### src/rtl/seg_scan_capture.sv
// seg_scan_capture: rebuilds a 4-digit multiplexed display frame from its scan lines.
// Define SEG_SCAN_CAPTURE_HEX_EN to add the hex/hex_bad glyph decode outputs.
module seg_scan_capture #(
  parameter int unsigned SETTLE = 4
) (
  input  logic        clk,
  input  logic        rst,
  input  logic [3:0]  an,
  input  logic [6:0]  seg,
  input  logic        seg_P,
  output logic [27:0] seg_raw,
  output logic [1:0]  ptr,
  output logic        ptr_valid,
  output logic        frame_done,
`ifdef SEG_SCAN_CAPTURE_HEX_EN
  output logic [15:0] hex,
  output logic [3:0]  hex_bad,
`endif
  output logic        err
);

  localparam logic [1:0] ST_WAIT     = 2'd0;
  localparam logic [1:0] ST_SETTLE   = 2'd1;
  localparam logic [1:0] ST_HELD     = 2'd2;
  localparam logic [7:0] SETTLE_LAST = 8'(SETTLE - 1);

  logic [1:0]  state;
  logic [7:0]  cnt;
  logic [7:0]  next_cnt;
  logic [3:0]  prev_an;
  logic [3:0]  captured;
  logic [3:0]  captured_next;
  logic [3:0]  cap_vec;
  logic [3:0]  pt_buf;
  logic [3:0]  lit;
  logic [27:0] seg_buf;
  logic        changed;
  logic        settle_hit;
  logic        an_ok;
  logic        an_blank;
  logic        frame_full;
  logic [2:0]  lit_cnt;

  function automatic logic an_legal(input logic [3:0] a);
    case (a)
      4'b1110, 4'b1101, 4'b1011, 4'b0111, 4'b1111: an_legal = 1'b1;
      default:                                     an_legal = 1'b0;
    endcase
  endfunction

  function automatic logic [2:0] count4(input logic [3:0] v);
    count4 = {2'b00, v[0]} + {2'b00, v[1]} + {2'b00, v[2]} + {2'b00, v[3]};
  endfunction

  function automatic logic [1:0] lit_index(input logic [3:0] v);
    case (v)
      4'b0001: lit_index = 2'd0;
      4'b0010: lit_index = 2'd1;
      4'b0100: lit_index = 2'd2;
      4'b1000: lit_index = 2'd3;
      default: lit_index = 2'd0;
    endcase
  endfunction

  // Settle timing, capture enables and frame completion.
  always_comb begin
    changed  = (an != prev_an);
    an_ok    = an_legal(an);
    an_blank = (an == 4'b1111);
    if (changed) begin
      next_cnt = 8'd0;
    end else begin
      next_cnt = cnt + 8'd1;
    end
    // The cycle an changes already counts as the first stable cycle.
    if ((changed || (state == ST_SETTLE)) && (next_cnt == SETTLE_LAST)) begin
      settle_hit = 1'b1;
    end else begin
      settle_hit = 1'b0;
    end
    if (settle_hit && an_ok && !an_blank) begin
      cap_vec = ~an;
    end else begin
      cap_vec = 4'b0000;
    end
    frame_full = (captured == 4'b1111);
    if (frame_full) begin
      captured_next = cap_vec;
    end else begin
      captured_next = captured | cap_vec;
    end
    lit     = ~pt_buf;
    lit_cnt = count4(lit);
  end

  // Scan tracking, working buffer and published frame.
  always_ff @(posedge clk) begin
    if (rst) begin
      state      <= ST_WAIT;
      cnt        <= 8'd0;
      prev_an    <= 4'b1111;
      captured   <= 4'b0000;
      seg_buf    <= 28'hFFFFFFF;
      pt_buf     <= 4'b1111;
      seg_raw    <= 28'hFFFFFFF;
      ptr        <= 2'd0;
      ptr_valid  <= 1'b0;
      frame_done <= 1'b0;
      err        <= 1'b0;
    end else begin
      prev_an  <= an;
      captured <= captured_next;
      if (settle_hit) begin
        state <= ST_HELD;
        cnt   <= 8'd0;
      end else if (changed) begin
        state <= ST_SETTLE;
        cnt   <= 8'd0;
      end else if (state == ST_SETTLE) begin
        cnt <= next_cnt;
      end else begin
        cnt <= cnt;
      end
      for (int i = 0; i < 4; i++) begin
        if (cap_vec[i]) begin
          seg_buf[7*i +: 7] <= seg;
          pt_buf[i]         <= seg_P;
        end
      end
      frame_done <= frame_full;
      if (frame_full) begin
        seg_raw <= seg_buf;
        if (lit_cnt == 3'd1) begin
          ptr       <= lit_index(lit);
          ptr_valid <= 1'b1;
        end else begin
          ptr_valid <= 1'b0;
        end
      end
      if ((settle_hit && !an_ok) || (frame_full && (lit_cnt > 3'd1))) begin
        err <= 1'b1;
      end
    end
  end

`ifdef SEG_SCAN_CAPTURE_HEX_EN
  logic [15:0] hex_next;
  logic [3:0]  bad_next;

  // Active-low glyph to {bad, nibble}; anything outside the 16 glyphs is bad.
  function automatic logic [4:0] hex_decode(input logic [6:0] s);
    case (s)
      7'h40:   hex_decode = 5'h00;
      7'h79:   hex_decode = 5'h01;
      7'h24:   hex_decode = 5'h02;
      7'h30:   hex_decode = 5'h03;
      7'h19:   hex_decode = 5'h04;
      7'h12:   hex_decode = 5'h05;
      7'h02:   hex_decode = 5'h06;
      7'h78:   hex_decode = 5'h07;
      7'h00:   hex_decode = 5'h08;
      7'h10:   hex_decode = 5'h09;
      7'h08:   hex_decode = 5'h0A;
      7'h03:   hex_decode = 5'h0B;
      7'h46:   hex_decode = 5'h0C;
      7'h21:   hex_decode = 5'h0D;
      7'h06:   hex_decode = 5'h0E;
      7'h0E:   hex_decode = 5'h0F;
      default: hex_decode = 5'h10;
    endcase
  endfunction

  // Decode the working buffer so hex lands together with seg_raw.
  always_comb begin
    hex_next = 16'h0000;
    bad_next = 4'h0;
    for (int i = 0; i < 4; i++) begin
      {bad_next[i], hex_next[4*i +: 4]} = hex_decode(seg_buf[7*i +: 7]);
    end
  end

  // Published hex digits.
  always_ff @(posedge clk) begin
    if (rst) begin
      hex     <= 16'h0000;
      hex_bad <= 4'hF;
    end else if (frame_full) begin
      hex     <= hex_next;
      hex_bad <= bad_next;
    end
  end
`endif

endmodule

### config.mk
export PLATFORM = sky130hd
export DESIGN_NAME = seg_scan_capture
export DESIGN_NICKNAME = d
export VERILOG_FILES = /design/src/rtl/seg_scan_capture.sv
export SDC_FILE = /design/constraint.sdc
export NUM_CORES = 1
export LEC_CHECK = 0
export CAP_MARGIN = 10
export CORE_UTILIZATION = 45
export DETAILED_ROUTE_END_ITERATION = 10
export PLACE_DENSITY = 0.77
export SLEW_MARGIN = 20
export SYNTH_ARGS = -nofsm -noshare
export SYNTH_HDL_FRONTEND = slang
export SYNTH_SLANG_ARGS = --single-unit
### constraint.sdc
create_clock -name clk -period 2.6 [get_ports clk]
set_clock_uncertainty 0.05 [all_clocks]
set_input_delay 0.26 -clock clk [delete_from_list [all_inputs] [get_ports clk]]
set_output_delay 0.26 -clock clk [all_outputs]
set_load 0.005 [all_outputs]
### After elaboration in Yosys (flattened, before gate mapping)

Cells that the tools add are included.

* equality and inequality tests: 13
* multiplexer cells: 9
* $add $sub $neg: 4
* order comparisons: 1
* bitwise logic cells: 3
* reductions and logical operators: 14

Operator list (number)
* 4-bit == test, second input constant: 6
* 8-bit by 1-bit adder with 8-bit output, second input constant: 1
* 4-bit by 3-bit == test with 1-bit output, second input constant: 2
* 8-bit by 2-bit == test with 1-bit output, second input constant: 1
* 4-bit 2-to-1 mux: 2
* 8-bit 2-to-1 mux: 1
* 4-bit inverter: 2
* 2-bit one-hot mux with 3 select lines: 1
* 1-bit logical AND: 5
* 5-bit OR reduction: 1
* 4-bit by 2-bit == test with 1-bit output, second input constant: 1
* 2-bit 2-to-1 mux: 2
* 4-bit inequality test: 1
* 4-bit OR: 1
* 2-bit by 1-bit adder with 3-bit output: 1
* 3-bit by 1-bit adder with 3-bit output: 1
* 3-bit by 1-bit == test with 1-bit output, second input constant: 1
* 3-bit by 1-bit > comparator with 1-bit output, second input constant: 1
* 1-bit 2-to-1 mux: 3
* 3-bit OR reduction: 1
* 1-bit by 1-bit adder with 2-bit output: 1
* 2-bit by 1-bit == test with 1-bit output, second input constant: 1
* 1-bit logical NOT: 2
* 1-bit logical OR: 2
* other kinds (3): 3

* word-level logic and storage cells: 62
* register bits after elaboration: 83
* input port bits: 14
* output and inout bits: 33

### Depth between registers and ports, before layout

Gate-level depths: netlist of the first run.

* depth after elaboration: 10
* mapped depth: 9
* mapped depth without buffers: 9

### Least setup slack after synthesis of the first run

OpenSTA, ideal clock, no wires.

* path kind: register to register
* from: reg cnt[0]
* to: reg pt_buf[3]
* clock period less this slack: 2185 ps
* arrival time: 2009 ps
* path slack: 415 ps
* stages on the path, launching flop included: 9
* path through: dfxtp_1 > ha_1 > clkbuf_1 > xnor2_1 > nand4_1 > and2_4 > or4_4 > buf_6 > mux2i_1

* longest elaborated chain between the ends: 8

RTL lines
* from (decl): RTL line 28 `logic [7:0] cnt;`
* from (signal assigned): RTL line 120 `cnt <= next_cnt;`
* from (signal assigned): RTL line 122 `cnt <= cnt;`
* 8-bit by 1-bit adder with 8-bit output: RTL line 73 `next_cnt = cnt + 8'd1;`
* 8-bit 2-to-1 mux: RTL line 70 `if (changed) begin`
* 8-bit by 2-bit == test with 1-bit output: RTL line 76 `if ((changed || (state == ST_SETTLE)) && (next_cnt == SETTLE_LAST)) begin`
* 1-bit logical AND: RTL line 76
* 1-bit 2-to-1 mux: RTL line 76
* 1-bit logical AND (2 in a row): RTL line 81 `if (settle_hit && an_ok && !an_blank) begin`
* 4-bit 2-to-1 mux: RTL line 81
* to (signal, indexed assignment): RTL line 127 `pt_buf[i] <= seg_P;`
* to (decl): RTL line 34 `logic [3:0] pt_buf;`

No other way between the ends.
A chain may end at the register's enable or synchronous reset.

### Worst setup path after layout of the first run

* from: reg pt_buf[0]
* to: reg ptr[0]

* longest elaborated chain between the ends: 6

RTL lines
* 4-bit inverter *: RTL line 92 `lit = ~pt_buf;`
* 1-bit by 1-bit adder with 2-bit output: RTL line 52 `count4 = {2'b00, v[0]} + {2'b00, v[1]} + {2'b00, v[2]} + {2'b00, v[3]};`
* 2-bit by 1-bit adder with 3-bit output: RTL line 52
* 3-bit by 1-bit adder with 3-bit output: RTL line 52
* 3-bit by 1-bit == test with 1-bit output: RTL line 133 `if (lit_cnt == 3'd1) begin`
* 2-bit AND reduction (no source line)
* to (signal assigned): RTL line 134 `ptr <= lit_index(lit);`
* to (decl): RTL line 12 `output logic [1:0] ptr,`

Every way passes the cells marked *; elsewhere a longest branch is shown, timed or not.

==> results of run 1 <==
-- per-layer routing --
metal,share of wire (%),vias up
li1,-,1402
met1,47,1321
met2,48,71
met3,3.8,6
met4,0.81,0
met5,0,-
-- cell families (layout without fill, tap and decap cells) --
family / count (synthesis) / count (layout) / synth area share (%)
simple gates: 199 / 199 / 26.79
flops: 83 / 83 / 48.01
buf+inv: 36 / 80 / 4.845
mux: 33 / 33 / 9.545
compound gates: 28 / 28 / 4.989
xor+xnor: 11 / 11 / 2.784
fa+ha+maj: 8 / 8 / 3.037
-- area by class of cell --
cell class	instances	area (um2)	area share, %
sequential	83	1662	39.56
multi-input combinational	279	1632	38.84
timing repair buffer	56	530.5	12.63
clock buffer	9	123.9	2.949
tap	99	123.9	2.949
clock inverter	7	98.84	2.353
inverter	8	30.03	0.7149
-- where the power goes --
| part | switching (mW) | internal [mW] |
|---|---|---|
| logic | 0.0618 | 0.0427 |
| registers | 0.00266 | 1.28 |
| clock network | 0.484 | 0.547 |
| total | 0.548 | 1.87 |
-- layout by cell type (no fill, tap or decap), drive strengths merged, types with 2 or more instances in the layout --
cell,n
a31oi,2
and4,2
or3,3
buf,11
dfxtp,83
clkbuf,9
bufinv,2
nand2,70
xor2,3
nand2b,3
ha,6
nor2b,2
o21a,3
and2,6
nor3,6
clkinv,2
inv,10
nor2,50
nand4b,3
and3,2
o21ai,7
mux2i,33
xnor2,8
clkdlybuf4s50,45
or2,4
or3b,2
or4,4
nand4,5
nand3,36
a21oi,10
-- flip-flops by register name, indices dropped and copies added, names as in the netlist --
signal / count
cnt: 8
seg_buf: 28
seg_raw: 28
ptr_valid: 1
prev_an: 4
err: 1
captured: 4
state: 2
frame_done: 1
ptr: 2
pt_buf: 4
-- per-stage QoR --
step | worst slack [ns] | std cells
2_1_floorplan | 0.4154 | 398
3_3_place_gp | 0.3094 | 525
3_5_place_dp | 0.2059 | 525
4_1_cts | 0.3295 | 541
5_1_grt | 0.1801 | 541
6_report | 0.3560 | 541
-- worst paths after layout --
| check | from | end | slack (ns) | cells past startpoint |
|---|---|---|---|---|
| max | pt_buf[0] | ptr[0] | 0.36 | 9 |
| min | rst | ptr[1] | 0.35 | 2 |
| max reg2reg | pt_buf[0] | ptr[0] | 0.36 | 9 |
| min reg2reg | ptr_valid | ptr_valid | 0.42 | 2 |
==> tab_implementation.tex, run 1 <==
\begin{tabular}{lr}
\hline
Metric & Value \\
\hline
\multicolumn{2}{l}{\textbf{GRT}} \\
\quad Met2 capacity usage during global routing & 31.54\% \\
\quad Maximum number of pins on one net before global-route repair & 32 \\
\quad Global-route wire length before repair & 12.09 mm \\
\quad Global-route met3 utilization & 4.936\% \\
\quad Busiest layer in global routing & met2 \\
\quad Number of antenna violations at the first check in global routing & 0 \\
\quad Vias in the first global route & 2565 \\
\quad Global Route met1 Usage & 26.87\% \\
\quad Grt total ovfl & 0 \\
\quad GRT Overall Usage & 19.78\% \\
\multicolumn{2}{l}{\textbf{STA}} \\
\quad Period utilisation layout & 86.31\% \\
\quad Worst-case hold slack & 0.3507 ns \\
\quad Pin slew with the least headroom to its limit & 0.7274 ns \\
\quad Count of endpoints failing setup in the final report & 0 \\
\quad RSZ-0062 raised after global routing & no \\
\quad Fin. Hold Viols & 0 \\
\quad F\_max & 445.6 MHz \\
\quad Number of pins exceeding their max-slew limit in the final report & 0 \\
\quad Relative slew margins & 50.99\% \\
\quad Final setup TNS & 0 ns \\
\quad Clock period minus final worst setup slack & 2.244 ns \\
\multicolumn{2}{l}{\textbf{Critical path}} \\
\quad Category of the critical setup timing path & reg -> reg \\
\quad Crit path arrival time & 2.48 ns \\
\quad Family with the most delay on the worst path & adder cells \\
\quad Nature of the critical path startpoint & flop \\
\quad Slowest stage cell on the critical path & fa\_1 \\
\quad Critical Path Sink Type & flop \\
\quad Worst-path fanout max & 5 \\
\quad Req. time, crit path & 2.84 ns \\
\quad Crit path buffers/inverters & 1 \\
\quad Largest stage delay, worst path & 0.48 ns \\
\quad Ordered cell list for the critical path & inv\_1 -> fa\_1 -> ha\_1 -> ha\_1 -> nor2\_1 -> nand3\_1 -> nor3\_1 -> a21oi\_1 -> nor2\_1 \\
\multicolumn{2}{l}{\textbf{Synthesis}} \\
\quad Synth warnings & 0 \\
\quad Synthesized net count & 419 \\
\quad Largest area contributor in the netlist & dfxtp\_1 \\
\quad Syn Inst Count & 398 \\
\quad Most instantiated flip-flop cell in the synthesis netlist & dfxtp\_1 \\
\quad Cell area after technology mapping & 3461 um2 \\
\quad Part of the Yosys area used for sequential elements & 48.01\% \\
\quad Synth Register Bits & 83 \\
\quad Syn Area/Cell & 8.696 um2 \\
\quad Count of flip-flops with a built-in enable after synthesis & 0 \\
\quad Top cells by area, synth & dfxtp\_1 (48\%), mux2i\_1 (9.5\%), nand2\_1 (7.6\%) \\
\quad Leading post-synthesis cells by instance count & dfxtp\_1 (83), nand2\_1 (70), nor2\_1 (50), nand3\_1 (36), mux2i\_1 (33) \\
\quad Area fraction of the dominant cell type after synthesis & 48.01\% \\
\quad Number of distinct library cell variants in the gate-level netlist after synthesis & 41 \\
\quad Most instantiated library cell after synthesis & dfxtp\_1 \\
\quad FFs w/ async S/R, synth & 0\% \\
\multicolumn{2}{l}{\textbf{Floorplanning}} \\
\quad Vert. Die Dim & 89.70 um \\
\quad Effective utilization at floorplan & 47.21\% \\
\quad Full die area & 8045 um2 \\
\quad Cell Rows & 31 \\
\quad Number of top-level pins & 47 \\
\quad Die X & 89.70 um \\
\quad Std-Cell Core Area & 7331 um2 \\
\multicolumn{2}{l}{\textbf{Placement}} \\
\quad Post-Place Cell Area & 3978 um2 \\
\quad Placer Congestion & 0.8130 \\
\quad Buffers added on ports & 46 \\
\quad Half-perimeter wire length of the detailed placement result & 4.931 mm \\
\multicolumn{2}{l}{\textbf{Clock network}} \\
\quad CTS tree & built \\
\quad Worst-Skew Late Latency & 0.35 ns \\
\quad Number of clock sinks & 83 \\
\quad Cell at the root of the clock tree & clkbuf\_8 \\
\quad Worst-path clk slew & 0.08 ns \\
\quad Cts hold-fix bufs & 0 \\
\quad Number of clock buffers inserted by TritonCTS & 9 \\
\quad Post-CTS setup buffer count & 0 \\
\quad Total of cells resized after clock tree synthesis & 0 \\
\quad Buffers from clock root to sink, at most & 2 \\
\quad H-tree depth & 3 \\
\multicolumn{2}{l}{\textbf{Drt}} \\
\quad Total via count in the routed design & 2800 \\
\quad Number of design-rule violations left by the first detailed-router iteration & 231 \\
\quad Total routed wirelength & 7.511 mm \\
\quad Post-route DRC violation count & 0 \\
\quad Drt via density & 5.176 \\
\quad First-pass iteration count of the detailed router & 6 \\
\quad Routed WL per cell & 13.88 um \\
\quad Number of antenna-violating nets in the routed design & 0 \\
\multicolumn{2}{l}{\textbf{Cells and area}} \\
\quad Fillcell total & 654 \\
\quad Antenna Diode Count & 0 \\
\quad Final net count & 458 \\
\quad Non-Filler Cell Area, Final & 4200 um2 \\
\quad Share of final-layout standard cells stronger than drive strength 1 & 8.597\% \\
\quad Util after Layout & 57.30\% \\
\quad Area growth from synthesis to layout & 21.37\% \\
\multicolumn{2}{l}{\textbf{Pwr}} \\
\quad Overall power after layout & 2.414 mW \\
\quad P per Cell Area & 574.7 nW/um2 \\
\quad IR drop worst, VDD & 368.2 uV \\
\quad Leakage power summed over all cells & 1.795 nW \\
\multicolumn{2}{l}{\textbf{Hold path}} \\
\quad Hold crit path type & in -> reg \\
\multicolumn{2}{l}{\textbf{Flow run}} \\
\quad Max-cap viol count & 0 \\
\multicolumn{2}{l}{\textbf{Outcome}} \\
\quad Status & finished clean \\
\hline
\end{tabular}
No activity file was read; power rests on OpenSTA's default activity.
==> run 2: changes to the inputs <==
Settings changed: REMOVE_ABC_BUFFERS set to 1.
==> tab_implementation.tex, run 2 (synthesis results as in run 1) <==
\begin{tabular}{lr}
\hline
Metric & Value \\
\hline
\multicolumn{2}{l}{\textbf{Outcome}} \\
\quad Status & finished clean (unchanged) \\
\multicolumn{2}{l}{\textbf{Clock network}} \\
\quad Cell at the root of the clock tree & clkbuf\_8 (unchanged) \\
\quad Worst-path clk slew & 0.08 ns (about the same) \\
\quad Buffers from clock root to sink, at most & 2 (unchanged) \\
\quad Cts hold-fix bufs & 0 (unchanged) \\
\quad Post-CTS setup buffer count & 0 (unchanged) \\
\quad Worst-Skew Late Latency & 0.35 ns (about the same) \\
\quad H-tree depth & 3 (unchanged) \\
\quad Total of cells resized after clock tree synthesis & 0 (unchanged) \\
\quad Number of clock buffers inserted by TritonCTS & 9 (unchanged) \\
\quad Number of clock sinks & 83 (unchanged) \\
\quad CTS tree & built (unchanged) \\
\multicolumn{2}{l}{\textbf{Cells and area}} \\
\quad Area growth from synthesis to layout & 20.54\% (was 21.37\%) \\
\quad Util after Layout & 56.90\% (was 57.30\%) \\
\quad Final net count & 459 (was 458) \\
\quad Antenna Diode Count & 0 (unchanged) \\
\quad Most frequent standard cell in the layout excluding fill and tap cells & dfxtp\_1 (unchanged) \\
\quad Highest-count cells in the layout ignoring fill and taps & dfxtp\_1 (83), nand2\_1 (70), nor2\_1 (50) (unchanged) \\
\quad Share of final-layout standard cells stronger than drive strength 1 & 9.029\% (was 8.597\%) \\
\quad Non-filler instance count after layout & 542 (was 541) \\
\quad Leading registers by flop count & seg\_buf (28), seg\_raw (28), cnt (8) (unchanged) \\
\multicolumn{2}{l}{\textbf{Critical path}} \\
\quad Nature of the critical path startpoint & flop (unchanged) \\
\quad Critical path depth & 6 (was 9) \\
\quad Crit path arrival time & 2.52 ns (was 2.48 ns) \\
\quad Startpoint of the most critical setup path & cnt[0] (was pt\_buf[0]) \\
\quad Slack of the worst reg-to-reg path & 0.25 ns (was 0.36 ns) \\
\quad Ordered cell list for the critical path & ha\_1 -> xnor2\_1 -> nand4\_1 -> and2\_4 -> or4\_4 -> mux2i\_1 (was inv\_1 -> fa\_1 -> ha\_1 -> ha\_1 -> nor2\_1 -> nand3\_1 -> nor3\_1 -> a21oi\_1 -> nor2\_1) \\
\quad Category of the critical setup timing path & reg -> reg (unchanged) \\
\quad Crit path buffers/inverters & 0 (was 1) \\
\quad Largest stage delay, worst path & 0.66 ns (was 0.48 ns) \\
\quad Reg-to-Reg End & seg\_buf[23] (was ptr[0]) \\
\quad Family with the most delay on the worst path & simple AND/OR/NAND/NOR gates (was adder cells) \\
\quad Critical Path Sink Type & flop (unchanged) \\
\quad Worst-path fanout max & 9 (was 5) \\
\quad Req. time, crit path & 2.77 ns (was 2.84 ns) \\
\quad Critical R2R Launch & cnt[0] (was pt\_buf[0]) \\
\quad Slowest stage cell on the critical path & or4\_4 (was fa\_1) \\
\quad Reg2reg path depth & 6 (was 9) \\
\multicolumn{2}{l}{\textbf{GRT}} \\
\quad Grt total ovfl & 0 (unchanged) \\
\quad GRT Overall Usage & 18.90\% (was 19.78\%) \\
\quad Vias in the first global route & 2471 (was 2565) \\
\quad Global-route wire length before repair & 11.58 mm (was 12.09 mm) \\
\quad Number of antenna violations at the first check in global routing & 0 (unchanged) \\
\quad Maximum number of pins on one net before global-route repair & 30 (was 32) \\
\multicolumn{2}{l}{\textbf{Pwr}} \\
\quad Leakage power summed over all cells & 1.769 nW (was 1.795 nW) \\
\quad P per Cell Area & 527.7 nW/um2 (was 574.7 nW/um2) \\
\quad IR drop worst, VDD & 302.4 uV (was 368.2 uV) \\
\multicolumn{2}{l}{\textbf{Placement}} \\
\quad Post-Place Worst Slack & 0.1609 ns (was 0.2059 ns) \\
\quad Number of instances in the placed design & 526 (was 525) \\
\quad Buffers added on ports & 46 (unchanged) \\
\quad Half-perimeter wire length of the detailed placement result & 4.971 mm (was 4.931 mm) \\
\quad Placer Congestion & 0.8158 (was 0.8130) \\
\multicolumn{2}{l}{\textbf{STA}} \\
\quad Pin slew with the least headroom to its limit & 0.7342 ns (was 0.7274 ns) \\
\quad Fin. Hold Viols & 0 (unchanged) \\
\quad Post-route worst setup slack & 0.2532 ns (was 0.3560 ns) \\
\quad RSZ-0062 raised after global routing & no (unchanged) \\
\quad Count of endpoints failing setup in the final report & 0 (unchanged) \\
\quad Number of pins exceeding their max-slew limit in the final report & 0 (unchanged) \\
\quad Final setup TNS & 0 ns (unchanged) \\
\quad Period utilisation layout & 90.26\% (was 86.31\%) \\
\quad Relative slew margins & 50.53\% (was 50.99\%) \\
\quad F\_max & 426.1 MHz (was 445.6 MHz) \\
\quad Clock period minus final worst setup slack & 2.347 ns (was 2.244 ns) \\
\multicolumn{2}{l}{\textbf{Hold path}} \\
\quad Worst Hold Depth & 3 (was 2) \\
\quad Worst hold start & rst (unchanged) \\
\quad Hold crit path type & in -> reg (unchanged) \\
\quad Hold Path Sink & seg\_buf[19] (was ptr[1]) \\
\multicolumn{2}{l}{\textbf{Drt}} \\
\quad Routed WL per cell & 12.93 um (was 13.88 um) \\
\quad Post-route DRC violation count & 0 (unchanged) \\
\quad Number of antenna-violating nets in the routed design & 0 (unchanged) \\
\quad Total routed wirelength & 7.009 mm (was 7.511 mm) \\
\quad Total via count in the routed design & 2729 (was 2800) \\
\quad Number of design-rule violations left by the first detailed-router iteration & 115 (was 231) \\
\quad Drt via density & 5.035 (was 5.176) \\
\quad First-pass iteration count of the detailed router & 4 (was 6) \\
\multicolumn{2}{l}{\textbf{Flow run}} \\
\quad Max-cap viol count & 0 (unchanged) \\
\multicolumn{2}{l}{\textbf{Floorplanning}} \\
\quad Number of top-level pins & 47 (unchanged) \\
\quad Std-Cell Core Area & 7331 um2 (unchanged) \\
\quad Die X & 89.70 um (unchanged) \\
\quad Cell Rows & 31 (unchanged) \\
\quad Vert. Die Dim & 89.70 um (unchanged) \\
\quad Full die area & 8045 um2 (unchanged) \\
\quad Effective utilization at floorplan & 47.21\% (unchanged) \\
\hline
\end{tabular}
==> run 2: changes by cell type in the layout (fill, tap and decap cells not counted) <==
| cell | change |
|---|---|
| buf_4 | +1 |
| bufinv_16 | -2 |
| clkbuf_1 | +1 |
| clkinv_2 | -1 |
| clkinvlp_4 | +2 |
| nor3_1 | -2 |
| nor3_2 | +2 |
==> run 2: worst max path at each step <==
stage | to | slack, ns
finish | seg_buf[23] | 0.25
global placement | seg_buf[2] | 0.28
detailed placement | seg_buf[8] | 0.16
global route | seg_buf[23] | 0.10
CTS | seg_buf[23] | 0.24
floorplan | pt_buf[0] | -0.05
==> run 2: area by class of cell <==
cell class | count | area, um2
fill | 641 | 3159
sequential | 83 | 1662
multi-input combinational | 279 | 1642
timing repair buffer | 57 | 538.0
clock buffer | 10 | 127.6
tap | 99 | 123.9
clock inverter | 6 | 48.80
inverter | 8 | 30.03
==> run 2: per-stage QoR <==
step           power [mW]  hold WS, ns  cell area [um2]
3_3_place_gp        1.408       0.4018             3995
3_5_place_dp        1.409       0.4036             3995
5_1_grt             2.278       0.3638             4172
2_1_floorplan       1.350       0.2791             3323
4_1_cts             2.222       0.3325             4172
6_report            2.201       0.3439             4172
==> run 2: layer usage <==
| metal | GRT usage (%) | vias up | routed length, um |
|---|---|---|---|
| met5 | 0 | - | 0 |
| met4 | 9.812 | 0 | 57 |
| met3 | 2.651 | 4 | 238 |
| met2 | 29.55 | 48 | 3422 |
| met1 | 25.46 | 1270 | 3290 |
| li1 | - | 1407 | - |
==> run 2: worst reg2reg max path: stages (launching register included) <==
cell and delay (ns):
dfxtp_1 0.49, ha_1 0.36, xnor2_1 0.15, nand4_1 0.14, and2_4 0.20, or4_4 0.66, mux2i_1 0.17
==> run 2: power by group <==
part	switching, mW	total (mW)	internal [mW]
Combinational	0.0569	0.101	0.0442
Sequential	0.00301	1.28	1.28
Clock	0.467	0.822	0.355
Total	0.527	2.20	1.67
==> run 3: changes to the inputs <==
Settings changed: SETUP_SLACK_MARGIN set to 0.2, SLEW_MARGIN 20 to not set.
==> tab_implementation.tex, run 3 (synthesis results as in run 1) <==
\begin{tabular}{lr}
\hline
Metric & Value \\
\hline
\multicolumn{2}{l}{\textbf{Pwr}} \\
\quad IR drop worst, VDD & 302.8 uV (was 302.4 uV) \\
\quad P per Cell Area & 526.1 nW/um2 (was 527.7 nW/um2) \\
\quad Overall power after layout & 2.202 mW (was 2.201 mW) \\
\quad Leakage power summed over all cells & 1.767 nW (was 1.769 nW) \\
\multicolumn{2}{l}{\textbf{Critical path}} \\
\quad Largest stage delay, worst path & 0.49 ns (was 0.66 ns) \\
\quad Critical Path Sink Type & flop (unchanged) \\
\quad Req. time, crit path & 2.83 ns (was 2.77 ns) \\
\quad Ordered cell list for the critical path & inv\_1 -> fa\_1 -> ha\_1 -> ha\_1 -> nor2\_1 -> nand3\_2 -> nor3\_2 -> a21oi\_1 -> nor2\_1 (was ha\_1 -> xnor2\_1 -> nand4\_1 -> and2\_4 -> or4\_4 -> mux2i\_1) \\
\quad Worst-path fanout max & 5 (was 9) \\
\quad Slowest stage cell on the critical path & fa\_1 (was or4\_4) \\
\quad Nature of the critical path startpoint & flop (unchanged) \\
\quad Category of the critical setup timing path & reg -> reg (unchanged) \\
\quad Crit path arrival time & 2.44 ns (was 2.52 ns) \\
\multicolumn{2}{l}{\textbf{Cells and area}} \\
\quad Non-filler instance count after layout & 542 (unchanged) \\
\quad Area growth from synthesis to layout & 20.93\% (was 20.54\%) \\
\quad Share of final-layout standard cells stronger than drive strength 1 & 9.932\% (was 9.029\%) \\
\quad Non-Filler Cell Area, Final & 4185 um2 (was 4172 um2) \\
\quad Most frequent standard cell in the layout excluding fill and tap cells & dfxtp\_1 (unchanged) \\
\quad Final net count & 459 (unchanged) \\
\quad Highest-count cells in the layout ignoring fill and taps & dfxtp\_1 (82), nand2\_1 (70), nor2\_1 (50) (was dfxtp\_1 (83), nand2\_1 (70), nor2\_1 (50)) \\
\quad Antenna Diode Count & 0 (unchanged) \\
\quad Leading registers by flop count & seg\_buf (28), seg\_raw (28), cnt (8) (unchanged) \\
\multicolumn{2}{l}{\textbf{GRT}} \\
\quad Vias in the first global route & 2471 (unchanged) \\
\quad Global-route wire length before repair & 11.58 mm (unchanged) \\
\quad Maximum number of pins on one net before global-route repair & 30 (unchanged) \\
\quad GRT Overall Usage & 18.90\% (unchanged) \\
\quad Grt total ovfl & 0 (unchanged) \\
\quad Number of antenna violations at the first check in global routing & 0 (unchanged) \\
\multicolumn{2}{l}{\textbf{Clock network}} \\
\quad Worst-Skew Late Latency & 0.34 ns (was 0.35 ns) \\
\quad Number of clock buffers inserted by TritonCTS & 9 (unchanged) \\
\quad Buffers from clock root to sink, at most & 2 (unchanged) \\
\quad Number of clock sinks & 83 (unchanged) \\
\quad Worst-path clk slew & 0.09 ns (was 0.08 ns) \\
\quad Cell at the root of the clock tree & clkbuf\_8 (unchanged) \\
\quad Cts hold-fix bufs & 0 (unchanged) \\
\quad H-tree depth & 3 (unchanged) \\
\quad CTS tree & built (unchanged) \\
\multicolumn{2}{l}{\textbf{Floorplanning}} \\
\quad Die X & 89.70 um (unchanged) \\
\quad Std-Cell Core Area & 7331 um2 (unchanged) \\
\quad Full die area & 8045 um2 (unchanged) \\
\quad Vert. Die Dim & 89.70 um (unchanged) \\
\quad Effective utilization at floorplan & 47.21\% (unchanged) \\
\quad Number of top-level pins & 47 (unchanged) \\
\quad Cell Rows & 31 (unchanged) \\
\multicolumn{2}{l}{\textbf{STA}} \\
\quad Period utilisation layout & 84.93\% (was 90.26\%) \\
\quad Pin slew with the least headroom to its limit & 0.7247 ns (was 0.7342 ns) \\
\quad Relative slew margins & 51.18\% (was 50.53\%) \\
\quad RSZ-0062 raised after global routing & no (unchanged) \\
\quad Clock period minus final worst setup slack & 2.208 ns (was 2.347 ns) \\
\quad Count of endpoints failing setup in the final report & 0 (unchanged) \\
\quad Fin. Hold Viols & 0 (unchanged) \\
\quad F\_max & 452.8 MHz (was 426.1 MHz) \\
\quad Number of pins exceeding their max-slew limit in the final report & 0 (unchanged) \\
\multicolumn{2}{l}{\textbf{Drt}} \\
\quad Total via count in the routed design & 2722 (was 2729) \\
\quad Number of antenna-violating nets in the routed design & 0 (unchanged) \\
\quad Routed WL per cell & 13.00 um (was 12.93 um) \\
\quad Total routed wirelength & 7.044 mm (was 7.009 mm) \\
\quad Post-route DRC violation count & 0 (unchanged) \\
\quad Drt via density & 5.022 (was 5.035) \\
\quad First-pass iteration count of the detailed router & 4 (unchanged) \\
\quad Number of design-rule violations left by the first detailed-router iteration & 137 (was 115) \\
\multicolumn{2}{l}{\textbf{Outcome}} \\
\quad Status & finished clean (unchanged) \\
\multicolumn{2}{l}{\textbf{Placement}} \\
\quad Placer Congestion & 0.8158 (unchanged) \\
\quad Post-Place Cell Area & 3995 um2 (unchanged) \\
\quad Buffers added on ports & 46 (unchanged) \\
\quad Number of instances in the placed design & 526 (unchanged) \\
\quad Half-perimeter wire length of the detailed placement result & 4.971 mm (unchanged) \\
\multicolumn{2}{l}{\textbf{Flow run}} \\
\quad Max-cap viol count & 0 (unchanged) \\
\multicolumn{2}{l}{\textbf{Hold path}} \\
\quad Hold crit path type & in -> reg (unchanged) \\
\hline
\end{tabular}
==> run 3: area by class of cell <==
type | instances | area, um2
Tap cell | 99 | 123.9
Multi-Input combinational cell | 279 | 1654
Timing Repair Buffer | 57 | 538.0
Clock inverter | 6 | 48.80
Clock buffer | 10 | 127.6
Sequential cell | 83 | 1663
Inverter | 8 | 30.03
Fill cell | 639 | 3146
==> run 3: metal layers <==
layer  track usage, %  part of all wire [%]  wire length (um)  vias to the layer above
li1                 -                     -                 -                     1409
met1            25.46                    47              3279                     1252
met2            29.55                    48              3391                       53
met3            2.651                   3.9               275                        8
met4            9.812                   1.4                98                        0
met5                0                     0                 0                        -
==> run 3: power breakdown <==
group	internal, mW	total, mW	switching (mW)
combinational	0.0442	0.101	0.0570
sequential	1.28	1.28	0.00298
clock	0.355	0.823	0.468
total	1.67	2.20	0.528
==> run 3: through the flow <==
| stage | setup TNS, ns | util, % | hold WS, ns | setup slack (ns) |
|---|---|---|---|---|
| after floorplan | -0.7426 | - | 0.2791 | -0.04504 |
| after global placement | 0 | 54.50 | 0.4018 | 0.2791 |
| after detailed placement | 0 | 54.50 | 0.4036 | 0.1609 |
| after CTS | 0 | 56.90 | 0.3325 | 0.2449 |
| after global routing | 0 | 57.09 | 0.3638 | 0.2004 |
| final | 0 | 57.09 | 0.3438 | 0.3917 |
==> run 3: final timing paths <==
path	startpoint	to	slack, ns	depth (start not counted)
setup reg to reg	pt_buf[0]	ptr[0]	0.39	9
hold reg to reg	seg_raw[21]	seg_raw[21]	0.42	2
setup / recovery	pt_buf[0]	ptr[0]	0.39	9
hold / removal	rst	seg_buf[19]	0.34	3
==> run 3: timing repair <==
action	4_1_cts	5_1_grt
buffers inserted	0	0
endpoints found under the setup margin	0	39
gates resized for setup	0	4
==> run 3: critical path, delay by kind of cell (launching register included) <==
family | cells | cell delay, ns
AOI/OAI and AO/OA | 1 | 0.06
buffers and inverters | 1 | 0.08
DFF | 1 | 0.40
and+or+nand+nor | 4 | 0.58
adders and majority gates | 3 | 0.98
